--- config.mk ---
export PLATFORM = sky130hd
export DESIGN_NAME = fetch_ctrl
export DESIGN_NICKNAME = d
export VERILOG_FILES = /design/src/rtl/fetch_pkg.sv /design/src/rtl/fetch_npc.sv /design/src/rtl/fetch_ctrl.sv
export SDC_FILE = /design/constraint.sdc
export NUM_CORES = 1
export LEC_CHECK = 0
export ABC_AREA = 1
export BUFFER_PORTS_ARGS = -buffer_cell sky130_fd_sc_hd__buf_2
export CAP_MARGIN = 20
export CORE_MARGIN = 2
export CORE_UTILIZATION = 26
export CTS_BUF_LIST = sky130_fd_sc_hd__clkbuf_4
export DETAILED_ROUTE_END_ITERATION = 8
export PLACE_DENSITY_LB_ADDON = 0.1
export SLEW_MARGIN = 20
export SYNTH_ARGS = -nofsm -noshare
export SYNTH_HDL_FRONTEND = slang
export SYNTH_SLANG_ARGS = --single-unit
export TNS_END_PERCENT = 30
--- constraint.sdc ---
create_clock -name clk -period 1.8 [get_ports clk]
set_input_delay 0.18 -clock clk [delete_from_list [all_inputs] [get_ports clk]]
set_output_delay 0.18 -clock clk [all_outputs]
set_load 0.02 [all_outputs]
--- src/rtl/fetch_pkg.sv ---
// Shared definitions for the instruction-fetch controller: FSM states,
// the NOP encoding presented after reset, and the default PC vectors.
package fetch_pkg;

  typedef enum logic [2:0] {
    ST_IDLE,
    ST_REQ,
    ST_DRAIN,
    ST_HOLD,
    ST_HALT
  } state_t;

  localparam logic [31:0] NOP_INSN             = 32'h0000_0013;
  localparam logic [31:0] DEFAULT_RESET_VECTOR = 32'h0000_0000;
  localparam logic [31:0] DEFAULT_TRAP_VECTOR  = 32'h0000_0010;
  localparam logic [31:0] INSN_BYTES           = 32'd4;

  // A fetch target is legal only on a 4-byte boundary.
  function automatic logic is_misaligned(input logic [31:0] addr);
    return addr[1:0] != 2'b00;
  endfunction

endpackage

--- src/rtl/fetch_npc.sv ---
// Combinational next-PC candidates: the sequential successor of the
// address just fetched, and the redirect destination (or the trap vector
// when the requested target is not word aligned).
module fetch_npc
  import fetch_pkg::*;
#(
  parameter logic [31:0] TRAP_VECTOR = DEFAULT_TRAP_VECTOR
) (
  input  logic [31:0] base_pc,
  input  logic [31:0] redirect_target,
  output logic [31:0] seq_pc,
  output logic [31:0] redirect_pc,
  output logic        misaligned
);

  // 32-bit add wraps naturally past 32'hFFFF_FFFC.
  assign seq_pc      = base_pc + INSN_BYTES;
  assign misaligned  = is_misaligned(redirect_target);
  assign redirect_pc = misaligned ? TRAP_VECTOR : redirect_target;

endmodule

--- src/rtl/fetch_ctrl.sv ---
// Instruction-fetch controller. Issues one request at a time to the
// instruction memory, holds the returned word for decode until it is
// accepted, and handles redirects and halts. A redirect or halt that
// arrives while a request is outstanding without its response waits in
// DRAIN so the memory handshake always completes before a new address
// is presented.
module fetch_ctrl
  import fetch_pkg::*;
#(
  parameter logic [31:0] RESET_VECTOR = DEFAULT_RESET_VECTOR,
  parameter logic [31:0] TRAP_VECTOR  = DEFAULT_TRAP_VECTOR
) (
  input  logic        clk,
  input  logic        rst,
  output logic        imem_req,
  output logic [31:0] imem_addr,
  input  logic        imem_ack,
  input  logic [31:0] imem_rdata,
  output logic        inst_valid,
  output logic [31:0] inst,
  output logic [31:0] inst_pc,
  input  logic        inst_ready,
  input  logic        redirect_valid,
  input  logic [31:0] redirect_target,
  input  logic        halt,
  output logic        halted,
  output logic        misalign_trap
);

  state_t      state;
  logic [31:0] pc;
  logic [31:0] req_addr;
  logic        halt_pending;

  logic [31:0] seq_pc;
  logic [31:0] redir_pc;
  logic        redir_bad;
  logic        pending_no_ack;

  fetch_npc #(
    .TRAP_VECTOR (TRAP_VECTOR)
  ) u_npc (
    .base_pc         (req_addr),
    .redirect_target (redirect_target),
    .seq_pc          (seq_pc),
    .redirect_pc     (redir_pc),
    .misaligned      (redir_bad)
  );

  // A request is on the bus only in REQ or DRAIN; the address is always
  // the registered request address so it cannot move mid-handshake.
  assign imem_req       = (state == ST_REQ) || (state == ST_DRAIN);
  assign imem_addr      = req_addr;
  assign halted         = (state == ST_HALT);
  assign pending_no_ack = imem_req && !imem_ack;

  // Fetch FSM and all architectural registers; priority rst > halt > redirect > normal flow.
  always_ff @(posedge clk) begin
    // NOTE: reset is sampled on the clock edge only, so every register
    // here (including the datapath words) gets an explicit value under rst.
    if (rst) begin
      // NOTE: non-blocking assignments keep every register reading the
      // pre-edge values of its neighbours, independent of statement order.
      state         <= ST_IDLE;
      pc            <= RESET_VECTOR;
      req_addr      <= RESET_VECTOR;
      halt_pending  <= 1'b0;
      inst_valid    <= 1'b0;
      inst          <= NOP_INSN;
      inst_pc       <= 32'h0000_0000;
      misalign_trap <= 1'b0;
    end else begin
      misalign_trap <= 1'b0;
      if (state != ST_HALT) begin
        if (halt) begin
          inst_valid <= 1'b0;
          if (pending_no_ack) begin
            // Let the outstanding response arrive, then stop.
            halt_pending <= 1'b1;
            state        <= ST_DRAIN;
          end else begin
            state <= ST_HALT;
          end
        end else if (redirect_valid) begin
          pc            <= redir_pc;
          inst_valid    <= 1'b0;
          misalign_trap <= redir_bad;
          if (pending_no_ack) begin
            // Old address stays on the bus until its response is drained.
            state <= ST_DRAIN;
          end else begin
            // Nothing in flight (or its response lands now and is dropped).
            req_addr <= redir_pc;
            state    <= (state == ST_DRAIN && halt_pending) ? ST_HALT : ST_REQ;
          end
        end else begin
          unique case (state)
            ST_IDLE: begin
              req_addr <= pc;
              state    <= ST_REQ;
            end
            ST_REQ: begin
              if (imem_ack) begin
                inst       <= imem_rdata;
                inst_pc    <= req_addr;
                inst_valid <= 1'b1;
                pc         <= seq_pc;
                state      <= ST_HOLD;
              end
            end
            ST_DRAIN: begin
              if (imem_ack) begin
                // Stale response discarded; pc already holds the new target.
                req_addr <= pc;
                state    <= halt_pending ? ST_HALT : ST_REQ;
              end
            end
            ST_HOLD: begin
              if (inst_ready) begin
                inst_valid <= 1'b0;
                req_addr   <= pc;
                state      <= ST_REQ;
              end
            end
            default: begin
              state <= state;
            end
          endcase
        end
      end
    end
  end

endmodule
==> impl_metrics.yaml <==
detailed_routing:
  vias: 6872
  firstDrtPassIters: 4
  drtAntennaViolNets: 0
  drt_iter0_drc: 407
  drc_errors: 0
  routed_wirelength_um: 22570
  wire_per_inst_um: 14.80
  via_per_inst: 4.506
sta:
  min_period_ps: 1663
  final-hold-violation-count: 0
  drv_slew: 0
  finClkSkew_ps: 23.76
  slew_headroom_pct: 62.93
  timing.final.crit_share_pct: 92.39
  rsz0062_at_grt: "false"
  setup_tns_ps: 0
  whs_ps: 28.39
  setup_viol: 0
  max_freq_mhz: 601.3
  worst_pin_slew_ps: 556.0
worst_setup_path:
  cpPeakStageDelay_ps: 570
  crit_fanout: 2
  cpMaxStageDelayCell: "dlygate4sd3_1"
  path_class: "in -> reg"
  start_kind: "input pin"
  worstPathRequired_ps: 2270
  crit_top_cell: "dlygate4sd3_1"
  critPathArrivalTime_ps: 2130
  end_kind: "register"
  crit_chain: "dlygate4sd3_1 > buf_2 > nor2_1 > dlygate4sd3_1 > nor4_1 > dlygate4sd3_1"
clocking:
  path_clk_slew_ps: 150
  cts_setup_buffers: 0
  cts_buffers: 17
  ctsHtreeMaxLevel: 4
  numClockSinks: 134
  clk_path_buf_depth: 2
  clk_latency_ps: 560
  clock-root-buffer: "clkbuf_4"
  cts_tree: "yes"
power:
  vdd_drop_max_v: 0.0004080
  p_per_area_nw_per_um2: 870.6
  power.leakage_nw: 3.887
synth:
  synth_cells: 963
  avgSynthCellArea_um2: 6.526
  synthFlopType: "dfxtp_1"
  synth_simple_gate_area_share_pct: 30.36
  muxShareOfSynthArea_pct: 0
  ys_seq_area_share_pct: 42.68
  yosys.area.top_type: "dfxtp_1"
  synth.most_common_cell: "nand2_1"
  synth_xor_area_share_pct: 0.6968
  synth_cell_types: 28
  synth_top_family_by_area: "simple AND/OR/NAND/NOR gates"
  async_reset_ff_share_pct: 0
  synthTopCellsByCount: "nand2_1 (265), nor2_1 (158), dfxtp_1 (134)"
  synth_seq_cells: 134
  synthAdderAreaFrac_pct: 0.1991
  ys_top_cells_by_area: "dfxtp_1 (43%), nand2_1 (16%), nor2_1 (9.4%)"
  yosys_warnings: 0
  synth_enable_flop_cells: 0
  synth_fp_nets: 1034
  synth_top_area_share_pct: 42.68
  synth_compound_area_share_pct: 17.58
  synth_area_um2: 6285
flow_run:
  drv_cap: 0
die:
  dieArea_um2: 25430
  start_util_pct: 26.62
  die_x_um: 159.5
  row_count: 56
  ios: 170
  die-height_um: 159.5
  coreArea_um2: 23610
place:
  dp_hpwl_um: 15550
  routabilityCongestion: 0.7712
  numPortBuffers: 169
  place_area_um2: 7665
  placedCellCount: 1434
outcome:
  status: "complete, no violations"
finish:
  final_layout_size_suffix_gt1_share_pct: 22.21
  nets: 1260
  fin_area_um2: 8558
  final_util_pct: 36.24
  layoutNonFillerInstCount: 1525
  area_growth_pct: 36.17
grt:
  grt_use_total_pct: 17.91
  grt_first_pass_wirelength_um: 36470
  antenna_found_initial: 1
  grt_max_degree: 59
  overflow: 0
  grt_pass1_vias: 6708
worst_hold_path:
  hold_class: "in -> reg"
[flip-flops by register name, summed over array words and instances, names as in the netlist]
signal,flops
inst_pc,32
imem_addr,32
inst,32
misalign_trap,1
halt_pending,1
inst_valid,1
pc,32
state,3
[path summary, 6_finish.rpt]
kind	startpoint	endpoint	slack (ps)	cells after the start
worst max-delay path	redirect_target[1]	misalign_trap	140	6
worst min-delay path	redirect_target[27]	pc[27]	30	5
worst max register to register	state[2]	pc[9]	150	9
worst min register to register	pc[3]	pc[3]	460	2
[placed cells by master, fill, tap and decap left out, types with 5 or more instances in the layout]
cell type	n
nand2_1	262
buf_2	168
nor2_1	151
dfxtp_1	130
a21oi_1	104
o21ai_0	102
inv_1	70
dlygate4sd3_1	55
nand3_1	34
buf_4	27
clkbuf_4	17
nand4_1	11
buf_12	9
nor2_2	7
inv_2	6
inv_6	6
nand3_2	5
xor2_1	5
[logic make-up after synthesis]
| family | Yosys count |
|---|---|
| adder cells (fa/ha/maj) | 1 |
| flip-flops | 134 |
| XOR/XNOR | 5 |
| buffers and inverters | 129 |
| AO/OA/AOI/OAI | 216 |
| AND/OR/NAND/NOR | 478 |
[worst max-delay path, delay by kind of cell]
family        cells  cell delay (ps)
buf+inv           4             1800
simple gates      2              170
[timing repair]
action,CTS,global route
hold buffers,55,0
endpoints found under the setup margin,1,51
gates resized for setup,1,18
hold endpoints to repair,58,0
[through the flow]
stage                     total power [mW]  setup WS [ps]
after floorplan                      4.629          164.6
after global placement               5.370          114.8
after detailed placement             5.360          73.91
after CTS                            7.550          11.74
after global routing                 7.956          11.52
final                                7.451          137.0
[final cells by class]
cell class	count	area, µm²
inverter	76	285.3
multi-input combinational	700	3109
clock inverter	15	153.9
fill	2622	15050
tap	319	399.1
antenna	4	10.01
clock buffer	17	127.6
timing repair buffer	260	1785
sequential	134	2688
[power breakdown]
| part | switching (mW) | total, mW | internal [mW] |
|---|---|---|---|
| sequential | 0.232 | 3.46 | 3.22 |
| combinational | 1.24 | 1.94 | 0.696 |
| clock | 1.42 | 2.06 | 0.632 |
| total | 2.90 | 7.45 | 4.55 |
[per-layer routing]
| metal | GRT usage, % | vias to the layer above | share of wire (%) |
|---|---|---|---|
| met2 | 29.14 | 180 | 46 |
| met3 | 4.064 | 19 | 4.5 |
| met1 | 23.62 | 3137 | 48 |
| met5 | 0 | - | 0 |
| li1 | - | 3536 | - |
| met4 | 5.413 | 0 | 1.8 |
Power figures use the tool's default switching activity.
